**src/rtl/ex_operand_sched.sv**
```systemverilog
// Operand scheduler between ID and EX: load-use stall detection, forwarding selects and a one-slot skid into EX.
// Optional STALL-cycle counter output is built when EX_OPERAND_SCHED_STALL_CNT_EN is defined.
module ex_operand_sched (
  input  logic        clk,
  input  logic        rst_n,
  input  logic        id_valid,
  output logic        id_ready,
  input  logic [4:0]  id_rs,
  input  logic [4:0]  id_rt,
  input  logic        id_alusrc,
  input  logic        id_uses_rt,
  input  logic        ex_memread,
  input  logic [4:0]  ex_rd,
  input  logic        ex_regwrite,
  input  logic        mem_regwrite,
  input  logic [4:0]  mem_rd,
  output logic        ex_valid,
  input  logic        ex_ready,
  output logic        alusrc,
  output logic [1:0]  fwd_a,
  output logic [1:0]  fwd_b,
`ifdef EX_OPERAND_SCHED_STALL_CNT_EN
  output logic [15:0] stall_cnt,
`endif
  output logic [1:0]  dbg_state
);

  typedef enum logic [1:0] {
    IDLE  = 2'd0,
    ISSUE = 2'd1,
    STALL = 2'd2
  } state_t;

  localparam logic [1:0] FWD_RF  = 2'b00;
  localparam logic [1:0] FWD_WB  = 2'b01;
  localparam logic [1:0] FWD_MEM = 2'b10;

  state_t     state;
  logic       ex_hit_rs;
  logic       ex_hit_rt;
  logic       hazard;
  logic       slot_free;
  logic       accept;
  logic [1:0] fwd_a_d;
  logic [1:0] fwd_b_d;

  // Handshake: an instruction moves from ID when id_valid && id_ready on a rising edge;
  // the EX slot empties when ex_valid && ex_ready, and that same cycle may refill it.
  function automatic logic [1:0] fwd_sel(input logic [4:0] src);
    logic [1:0] sel;
    sel = FWD_RF;
    if (ex_regwrite && (ex_rd != 5'd0) && (ex_rd == src))
      sel = FWD_MEM;
    else if (mem_regwrite && (mem_rd != 5'd0) && (mem_rd == src))
      sel = FWD_WB;
    return sel;
  endfunction

  always_comb begin
    ex_hit_rs = (ex_rd != 5'd0) && (ex_rd == id_rs);
    ex_hit_rt = (ex_rd != 5'd0) && (ex_rd == id_rt) && id_uses_rt;
    hazard    = id_valid && ex_memread && (ex_hit_rs || ex_hit_rt);
    slot_free = !ex_valid || ex_ready;
    id_ready  = !hazard && slot_free;
    accept    = id_valid && id_ready;
    fwd_a_d   = fwd_sel(id_rs);
    fwd_b_d   = id_uses_rt ? fwd_sel(id_rt) : FWD_RF;
  end

  assign dbg_state = state;

  // A stalled instruction is simply re-evaluated from live inputs once the load has moved on.
  always_ff @(posedge clk or negedge rst_n) begin
    if (!rst_n) begin
      state    <= IDLE;
      ex_valid <= 1'b0;
      alusrc   <= 1'b0;
      fwd_a    <= FWD_RF;
      fwd_b    <= FWD_RF;
    end else begin
      case (state)
        IDLE, STALL, ISSUE: begin
          if (accept) begin
            state    <= ISSUE;
            ex_valid <= 1'b1;
            alusrc   <= id_alusrc;
            fwd_a    <= fwd_a_d;
            fwd_b    <= fwd_b_d;
          end else if (slot_free) begin
            state    <= hazard ? STALL : IDLE;
            ex_valid <= 1'b0;
          end
        end
        default: begin
          state    <= IDLE;
          ex_valid <= 1'b0;
        end
      endcase
    end
  end

`ifdef EX_OPERAND_SCHED_STALL_CNT_EN
  always_ff @(posedge clk or negedge rst_n) begin
    if (!rst_n)
      stall_cnt <= 16'd0;
    else if ((state == STALL) && (stall_cnt != 16'hFFFF))
      stall_cnt <= stall_cnt + 16'd1;
  end
`endif

endmodule

```
**config.mk**
```make
export PLATFORM = sky130hd
export DESIGN_NAME = ex_operand_sched
export DESIGN_NICKNAME = d
export VERILOG_FILES = /design/src/rtl/ex_operand_sched.sv
export SDC_FILE = /design/constraint.sdc
export NUM_CORES = 1
export LEC_CHECK = 0
export CAP_MARGIN = 20
export CORE_ASPECT_RATIO = 0.9
export CORE_MARGIN = 2
export CORE_UTILIZATION = 33
export DETAILED_ROUTE_END_ITERATION = 10
export GPL_TIMING_DRIVEN = 0
export PLACE_DENSITY = 0.77
export SKIP_LAST_GASP = 1
export SYNTH_ARGS = -nofsm -noshare
export SYNTH_HDL_FRONTEND = slang
export SYNTH_SLANG_ARGS = --single-unit
```
**constraint.sdc**
```tcl
create_clock -name clk -period 1.4 [get_ports clk]
set_input_delay 0.14 -clock clk [delete_from_list [all_inputs] [get_ports clk]]
set_output_delay 0.14 -clock clk [all_outputs]
set_load 0.005 [all_outputs]
```
==> flow_summary.yaml <==
global_routing:
  largest_net_degree_at_the_start_of_global_routing: 8
  grt_pass1_wl_um: 2640
  number_of_global_route_vias_before_repair: 664
  track_usage_pct: 15.9
  number_of_antenna_violations_at_the_first_check_in_global_routing: 0
  grt_remaining_overflow: 0
worst_setup_path:
  critical_path.reg2reg.startpoint: "dbg_state[1]"
  worst_r2r_path_depth: 5
  timing.critical_path.to: "alusrc"
  setup.worst_path.start: "id_rs[3]"
  setup.worst_path.class: "in -> reg"
  worstSetupStartpointType: "input pin"
  timing.rr.end: "fwd_b[1]"
  cp_required_ns: 1.52
  kind_of_end_point_of_the_critical_path: "flop"
  worst-r2r-setup-slack_ns: -0.16
  worst-path-max-fanout: 5
  timing.critical_path.arrival_ns: 1.87
timing:
  worst_slew_pin_slew_ns: 0.559
  period_share_pct: 125
  hold_viol: 0
  worst_slew_margin_rel_pct: 62.3
  rsz0062_at_grt: "true"
  fin_setup_tns_ns: -2.38
  clock-skew-final_ns: 0.000223
  max_freq_mhz: 571
  final-max-slew-violation-count: 0
  setup_ws_post_layout_ns: -0.353
  fin_crit_ns: 1.75
  setup_viol: 8
yosys:
  ys_warn_count: 0
  synthDistinctLibCells: 25
  synth-seq-area-share_pct: 27.9
  ys_ff_latch: 7
  synth.cell_area_sq_um: 627
  avgSynthCellArea_sq_um: 9.22
  synth_fp_nets: 97
  netlist_instances: 68
floorplan:
  floorplan.die_area_sq_um: 2260
  core_region_area_sq_um: 1730
  die-width_um: 49.9
  initial_utilization_pct: 36.1
  io-pin-count: 38
  row_count: 14
  chipHeight_um: 45.3
flow_run:
  drv.max_cap_violation_count: 0
cells_and_area:
  leading_cell_type_in_the_layout_fill_and_taps_excluded: "clkdlybuf4s50_1"
  final.fill_count: 143
  total_number_of_nets_in_the_final_design: 147
  area.growth.synth_to_final_pct: 82.2
  final_layout_size_suffix_gt1_share_pct: 27.4
  final_design_area_no_fill_sq_um: 1140
  layout.cells.most_common_list: "clkdlybuf4s50_1, xor2_1, xnor2_1"
  num_antenna_cells: 0
  layout.cells.non_filler: 141
place:
  detailed_place_hpwl_um: 1370
  place.gp.congestion: 0.748
  placement.cell_area_sq_um: 1030
  dp.cells: 129
  dp_slack_ns: -1.04
  buffer_ports.inserted: 37
clock_network:
  clock_insertion_delay_worst_skew_ns: 0.24
  clk_pin_slew_worst_paths_ns: 0.05
  max-clock-path-buffers: 2
  htree_levels: 1
  cts.root.buffer_cell: "clkbuf_4"
  tritoncts: "built"
  cts_sinks: 7
  cts_buffers: 3
routing:
  total_drc_errors_in_the_routed_layout: 0
  drt-pass1-iter-count: 3
  detailroute.via_count: 661
  detail_route.vias_per_cell: 4.69
  final_antenna_net_count: 0
  drt-wirelength-per-cell_um: 12.1
  initial_drc_count: 5
  routed_wl_um: 1700
pwr:
  pwr_density_cell_nw_per_um2: 580
  total_power_mw: 0.663
  static-leakage-power_nw: 0.560
  ir_drop_uv: 292
run_status:
  status: "finished, violations left"
  failed_checks: "negative setup slack"
hold_path:
  hp-class: "in -> async"
==> layout make-up <==
type | instances | area (sq um) | share of cell area [%]
Inverter | 6 | 22.5 | 1.97
Clock buffer | 4 | 26.3 | 2.30
Sequential cell | 7 | 175 | 15.3
Buffer | 1 | 7.51 | 0.657
Tap cell | 24 | 30.0 | 2.63
Timing Repair Buffer | 45 | 445 | 39.0
Multi-Input combinational cell | 54 | 435 | 38.1
==> stage by stage <==
stage          hold WS, ns  utilization (%)
5_1_grt              0.182             65.9
6_report             0.151             65.9
2_1_floorplan       -0.156                -
3_5_place_dp         0.411             59.2
4_1_cts              0.151             62.0
3_3_place_gp         0.410             59.2
==> worst max-delay path: stages <==
cell and delay (ns):
buf_8 0.10, nor2b_4 0.11, a2111o_1 0.38, or4_4 0.45, a21oi_4 0.19, nand3b_4 0.20
mux2_4 0.31
==> where the power goes <==
part | switching [mW] | total [mW] | internal, mW | leakage (nW)
logic | 0.101 | 0.270 | 0.169 | 0.452
clock network | 0.0631 | 0.171 | 0.108 | 0.0150
registers | 0.00808 | 0.222 | 0.214 | 0.0928
total | 0.172 | 0.663 | 0.491 | 0.560
==> worst min-delay path by stage <==
stage          startpoint            to  slack (ns)  depth (start not counted)
2_1_floorplan       rst_n        alusrc       -0.16                          0
3_3_place_gp        rst_n  dbg_state[0]        0.41                          1
3_5_place_dp        rst_n  dbg_state[0]        0.41                          1
4_1_cts             rst_n        alusrc        0.15                          1
5_1_grt             rst_n      fwd_a[1]        0.18                          1
6_report            rst_n  dbg_state[1]        0.15                          1
==> repair_timing <==
item | in CTS | in global routing
endpoints found under the hold margin | 0 | 0
buffers inserted | 4 | 4
gates cloned | 0 | 0
pin swaps | 3 | 3
hold buffers | 0 | 0
resized for setup | 41 | 22
setup endpoints to repair | 8 | 9
==> cell usage after synthesis <==
| cell type | number | area (sq um) |
|---|---|---|
| nor2_1 | 2 | 7.51 |
| o22ai_1 | 2 | 12.5 |
| and2b_1 | 1 | 7.51 |
| nor4_1 | 1 | 6.26 |
| nand2_1 | 4 | 15.0 |
| and2_2 | 1 | 7.51 |
| nor2b_1 | 2 | 12.5 |
| o2bb2ai_1 | 1 | 8.76 |
| a2111o_1 | 1 | 11.3 |
| xnor2_1 | 8 | 70.1 |
| nand3_1 | 4 | 20.0 |
| or3_1 | 1 | 6.26 |
| inv_1 | 6 | 22.5 |
| buf_4 | 1 | 7.51 |
| o21ai_0 | 3 | 15.0 |
| mux2_4 | 4 | 60.1 |
| xor2_1 | 8 | 70.1 |
| a21oi_1 | 1 | 5.00 |
| a21oi_4 | 1 | 16.3 |
| dfrtp_1 | 7 | 175 |
| or4_1 | 1 | 7.51 |
| nand3b_4 | 1 | 20.0 |
| or4_4 | 1 | 11.3 |
| nor3_1 | 5 | 25.0 |
| nand4_1 | 1 | 6.26 |
==> sequential cells by signal, indices dropped and copies added, names as in the netlist <==
name and count:
dbg_state 2, fwd_b 2, fwd_a 2, alusrc 1
==> kinds of logic after synthesis <==
kind of cell,Yosys count,share of synthesized area (%)
AND/OR/NAND/NOR,25,24.4
XOR/XNOR,16,22.4
buffers and inverters,7,4.79
flip-flops,7,27.9
AO/OA/AOI/OAI,9,11.0
multiplexers,4,9.58
==> per-layer routing <==
layer	share of wire, %	vias to the layer above	GRT usage, %
li1	-	333	-
met3	7.5	4	2.98
met2	51	35	32.0
met5	0	-	0
met4	2.1	0	7.22
met1	39	289	16.0
No activity file was read; power rests on OpenSTA's default activity.
